$ cat src/rtl/vga_fb_arbiter.sv
// Frame-buffer RAM port arbiter: display reads always win, queued pixel writes
// and a full-frame clear sequence fill the cycles the display leaves free.
module vga_fb_arbiter #(
  parameter int ADDR_W     = 19,
  parameter int DATA_W     = 8,
  parameter int FIFO_DEPTH = 4,
  parameter int FB_SIZE    = 307200,
  localparam int PTR_W     = $clog2(FIFO_DEPTH),
  localparam int LVL_W     = PTR_W + 1
) (
  input  logic              vga_clk,
  input  logic              reset,
  input  logic              disp_req,
  input  logic [ADDR_W-1:0] disp_addr,
  output logic [DATA_W-1:0] disp_index,
  output logic              disp_valid,
  input  logic              wr_valid,
  output logic              wr_ready,
  input  logic [ADDR_W-1:0] wr_addr,
  input  logic [DATA_W-1:0] wr_data,
  input  logic              clear_req,
  input  logic [DATA_W-1:0] clear_index,
  output logic              clear_busy,
  output logic              clear_done,
  output logic [LVL_W-1:0]  fifo_level,
  output logic [ADDR_W-1:0] ram_addr,
  output logic              ram_we,
  output logic [DATA_W-1:0] ram_wdata,
  input  logic [DATA_W-1:0] ram_rdata,
  output logic [1:0]        fsm_state
);

  typedef enum logic [1:0] {
    IDLE  = 2'd0,
    FLUSH = 2'd1,
    CLEAR = 2'd2
  } state_t;

  localparam logic [ADDR_W-1:0] CLR_LAST = ADDR_W'(FB_SIZE - 1);
  localparam logic [LVL_W-1:0]  LVL_FULL = LVL_W'(FIFO_DEPTH);

  state_t              state, state_nxt;
  logic [ADDR_W-1:0]   fifo_addr [FIFO_DEPTH];
  logic [DATA_W-1:0]   fifo_data [FIFO_DEPTH];
  logic [PTR_W-1:0]    wr_ptr, rd_ptr;
  logic [LVL_W-1:0]    cnt;
  logic [ADDR_W-1:0]   clr_addr;
  logic [DATA_W-1:0]   clr_val;
  logic                full, empty, push, pop, clr_wr;
  logic                done_nxt, latch_clear;

  assign full  = (cnt == LVL_FULL);
  assign empty = (cnt == '0);

  // Writer handshake: a pixel is transferred on every cycle where wr_valid and
  // wr_ready are both high; wr_ready never depends on wr_valid.
  assign wr_ready = !full && (state == IDLE) && !reset;
  assign push     = wr_valid && wr_ready;

  // Free RAM cycles: CLEAR owns them, otherwise the queue head drains.
  assign clr_wr = (state == CLEAR) && !disp_req && !reset;
  assign pop    = (state != CLEAR) && !disp_req && !empty && !reset;

  always_comb begin
    ram_addr  = disp_addr;
    ram_we    = 1'b0;
    ram_wdata = '0;
    if (disp_req) begin
      ram_addr = disp_addr;
    end else if (state == CLEAR) begin
      ram_addr  = clr_addr;
      ram_we    = clr_wr;
      ram_wdata = clr_val;
    end else if (!empty) begin
      ram_addr  = fifo_addr[rd_ptr];
      ram_we    = pop;
      ram_wdata = fifo_data[rd_ptr];
    end
  end

  always_comb begin
    state_nxt   = state;
    done_nxt    = 1'b0;
    latch_clear = 1'b0;
    case (state)
      IDLE: begin
        if (clear_req) begin
          latch_clear = 1'b1;
          // A push in the same cycle lands ahead of the clear, so drain it first.
          state_nxt = (empty && !push) ? CLEAR : FLUSH;
        end
      end
      FLUSH: begin
        if (empty) state_nxt = CLEAR;
      end
      CLEAR: begin
        if (clr_wr && (clr_addr == CLR_LAST)) begin
          state_nxt = IDLE;
          done_nxt  = 1'b1;
        end
      end
      default: state_nxt = IDLE;
    endcase
  end

  always_ff @(posedge vga_clk) begin
    if (reset) begin
      state      <= IDLE;
      clear_done <= 1'b0;
      disp_valid <= 1'b0;
      clr_addr   <= '0;
      clr_val    <= '0;
    end else begin
      state      <= state_nxt;
      clear_done <= done_nxt;
      disp_valid <= disp_req;
      if (latch_clear) clr_val <= clear_index;
      if (state != CLEAR)
        clr_addr <= '0;
      else if (clr_wr && (clr_addr != CLR_LAST))
        clr_addr <= clr_addr + ADDR_W'(1);
    end
  end

  always_ff @(posedge vga_clk) begin
    if (reset) begin
      wr_ptr <= '0;
      rd_ptr <= '0;
      cnt    <= '0;
    end else begin
      if (push) wr_ptr <= wr_ptr + PTR_W'(1);
      if (pop)  rd_ptr <= rd_ptr + PTR_W'(1);
      case ({push, pop})
        2'b10:   cnt <= cnt + LVL_W'(1);
        2'b01:   cnt <= cnt - LVL_W'(1);
        default: cnt <= cnt;
      endcase
    end
  end

  // Queue storage carries no reset; only the pointers define what is live.
  always_ff @(posedge vga_clk) begin
    if (push) begin
      fifo_addr[wr_ptr] <= wr_addr;
      fifo_data[wr_ptr] <= wr_data;
    end
  end

  assign disp_index = ram_rdata;
  assign clear_busy = (state != IDLE);
  assign fifo_level = cnt;
  assign fsm_state  = state;

endmodule
$ cat config.mk
export PLATFORM = sky130hd
export DESIGN_NAME = vga_fb_arbiter
export DESIGN_NICKNAME = d
export VERILOG_FILES = /design/src/rtl/vga_fb_arbiter.sv
export SDC_FILE = /design/constraint.sdc
export NUM_CORES = 1
export LEC_CHECK = 0
export BUFFER_PORTS_ARGS = -buffer_cell sky130_fd_sc_hd__buf_2
export CAP_MARGIN = 20
export CORE_MARGIN = 10
export CORE_UTILIZATION = 30
export DETAILED_ROUTE_END_ITERATION = 8
export PLACE_DENSITY_LB_ADDON = 0.05
export SETUP_SLACK_MARGIN = 0.15
export SLEW_MARGIN = 20
export SYNTH_ARGS = -nofsm -noshare
export SYNTH_HDL_FRONTEND = slang
export SYNTH_SLANG_ARGS = --single-unit
export TNS_END_PERCENT = 10
$ cat constraint.sdc
create_clock -name vga_clk -period 2.7 [get_ports vga_clk]
set_clock_uncertainty 0.2 [all_clocks]
set_input_delay 0.405 -clock vga_clk [delete_from_list [all_inputs] [get_ports vga_clk]]
set_output_delay 0.405 -clock vga_clk [all_outputs]
set_load 0.05 [all_outputs]
==> impl_results.md <==
* Final setup margin at 0.0503 ns
* Pleak at 2.88 nW
* First-pass GRT wire length at approximately 25,000 um
* Total die area at 27,200 sq um
* Worst Path Max Fanout at 7
* Post-route ant nets at 0
* Mapped Cells at approximately 450
* Unrepaired setup endpoints after global routing: yes
* Critical path, cell by cell: buf_4, buf_16, mux4_2, a22oi_2, o21ai_1, buf_6
* Async S/R FF share, synth at 0
* Outcome: completed
* Data arrival, critical path at 2.04 ns
* Worst-margin pin slew at roughly 0.57 ns
* Final Critical Period at 2.65 ns
* Syn nets at about 520
* Min-Delay Path Class: in2reg
* Vias in the first global route at between 4,000 and 5,000
* Pre-CTS setup slack at 0.152 ns
* Seq/Total Area, Yosys at 0.643
* Largest net degree at the start of global routing at 28
* Wire length per cell at 19.2 um
* CTS buffer count at 17
* CTS clk-pin slew, worst paths at around 0.06 ns
* Peak Freq at 377 MHz
* Routability Congestion at 0.780
* Relative slew margins at 0.619
* Top FF cell, synth: edfxtp_1
* Final setup TNS at 0 ns
* Synthesized area at 6290 sq um
* Worst VDD drop at 385 uV
* Share of layout cells above drive strength 1 at 0.420
* Placed cell areas at 7250 sq um
* Antenna violations before repair at 0
* Initial core utilization at 0.308
* Number of max-cap violations at 0
* Fin. max-slew vios at 0
* 1st-iter DRT viols at about 270
* Critical path startpoint category: flip-flop
* I/O Buffers at 95
* Final setup fails at 0
* Synth Register Bits at 148
* Overflow after GRT at 0
* DR vias at just over 4,000
* Syn Area/Cell at 14.0 sq um
* Worst EP required at 2.10 ns
* CP max-delay cell: mux4_2
* N_diodes at 0
* Root buf cell: clkbuf_16
* DP HPWL at 10,900 um
* Fin. Hold Viols at 0
* Clk Latency, worst-skew pair at 0.42 ns
* Crit end category: output pin
* CTS tree: yes
* Clock Tree Buf Depth at 2
* Netlist cell types at 44
* CP peak stage delay at 0.53 ns
* Nets at ~650
* Via/cell ratio at 4.84
* Die width at roughly 160 um
* Boundary Pins at 112
* Tot GR Track Use at 0.124
* Die height at 165 um
* PD cells at 742 nW/um^2
* CTS Sinks at 148
* H-tree Lvls at 4
* CP Class: reg2out
* Tcrit/Tclk final at 0.981
* # DRC at 0
* Final WL at 16,400 um
* Row cnt at 52
* Non-Filler Cell Area, Final at 8480 sq um
* Synth warnings at 0
* Pre-antenna DRT Iters at 4
* Hold slack at between 0.015 and 0.02 ns
* Post-synth EDFFs at 108
* Area of the core at 20,400 sq um
* Area Growth Syn to Fin at 34.8%
[per-stage QoR]
step | util | instances | total power, mW
after floorplan | - | 449 | 3.50
after global placement | 0.355 | 797 | 3.84
after detailed placement | 0.355 | 797 | 3.85
after CTS | 0.414 | 855 | 6.36
after global routing | 0.415 | 856 | 6.57
final | 0.415 | 856 | 6.29
[timing repair]
action                                 4_1_cts  5_1_grt
resized for setup                           91        5
endpoints found under the hold margin       77        0
pin swaps                                   44       20
setup buffers                                3        1
hold buffers                                20        0
gates cloned                                 3        0
setup endpoints to repair                   27       29
[critical path: cells and delay by family, from the launching register on]
kind | cells | cell delay (ns)
buffers and inverters | 3 | 0.45
flip-flops | 1 | 0.40
AO/OA/AOI/OAI | 2 | 0.25
multiplexers | 1 | 0.53
[sequential cells by signal, indices dropped and copies added, names as in the netlist, named ones only]
| signal | cells |
|---|---|
| clear_done | 1 |
| fifo_level | 3 |
| clr_addr | 19 |
| rd_ptr | 2 |
| fifo_data | 32 |
| disp_valid | 1 |
| fifo_addr | 76 |
| fsm_state | 2 |
| clr_val | 8 |
| wr_ptr | 2 |
[cell usage after synthesis (8+ instances only)]
library cell	instances	area, sq um
nor2_1	33	124
a22oi_1	27	203
mux4_2	27	608
nand3_1	12	60.1
buf_4	8	60.1
xor2_1	14	123
nand2_1	45	169
a21oi_1	13	65.1
inv_1	10	37.5
clkbuf_1	15	56.3
o21ai_0	23	115
dfxtp_1	40	801
edfxtp_1	108	3240
[where the power goes]
part	switching (mW)	internal [mW]
clock network	0.999	1.21
registers	0.0522	2.53
logic	0.909	0.593
[area by class of cell]
cell class | instances | area, sq um
fillers | 1953 | 11900
repair buffers | 136 | 1170
clock buffers | 18 | 429
well taps | 270 | 338
clock inverters | 14 | 121
inverters | 10 | 42.5
multi-input cells | 260 | 2320
flip-flops and latches | 148 | 4060
[worst paths after layout]
check | startpoint | end | slack [ns] | cells past startpoint
hold / removal | wr_data[1] | fifo_data[3][1] | 0.02 | 1
hold reg to reg | clr_val[2] | clr_val[2] | 0.27 | 2
setup reg to reg | fsm_state[0] | fifo_level[2] | 0.29 | 11
setup / recovery | flip-flop | ram_addr[1] | 0.05 | 6
[layer usage]
metal	vias up	track usage	wire (um)
li1	1965	-	-
met1	2074	0.160	7560
met2	79	0.196	7820
met3	21	0.0361	803
met4	0	0.0386	233
met5	-	0	0
[cells in the final DEF, fill, tap and decap left out, types with 4 or more instances in the layout]
cell type	netlist	routed
o211ai_1	5	5
buf_4	8	7
a21oi_1	13	13
mux4_2	27	27
nand2_1	45	45
dlygate4sd3_1	0	20
edfxtp_1	108	108
o21ai_0	23	4
nor2_2	0	9
a22oi_2	0	27
o21ai_2	0	12
clkbuf_16	0	17
buf_2	4	68
buf_12	0	7
inv_6	0	5
o21ai_1	0	7
dfxtp_1	40	34
nor2_1	33	23
inv_1	10	7
o31ai_1	7	7
nand3_1	12	12
xor2_1	14	14
ha_1	6	5
buf_6	2	30
[logic make-up after synthesis]
kind of cell | synth area share
AO/OA/AOI/OAI | 0.0881
multiplexers | 0.0967
flip-flops | 0.643
buffers and inverters | 0.0324
AND/OR/NAND/NOR | 0.102
adder cells (fa/ha/maj) | 0.0151
XOR/XNOR | 0.0223
No activity file was read; power rests on OpenSTA's default activity.
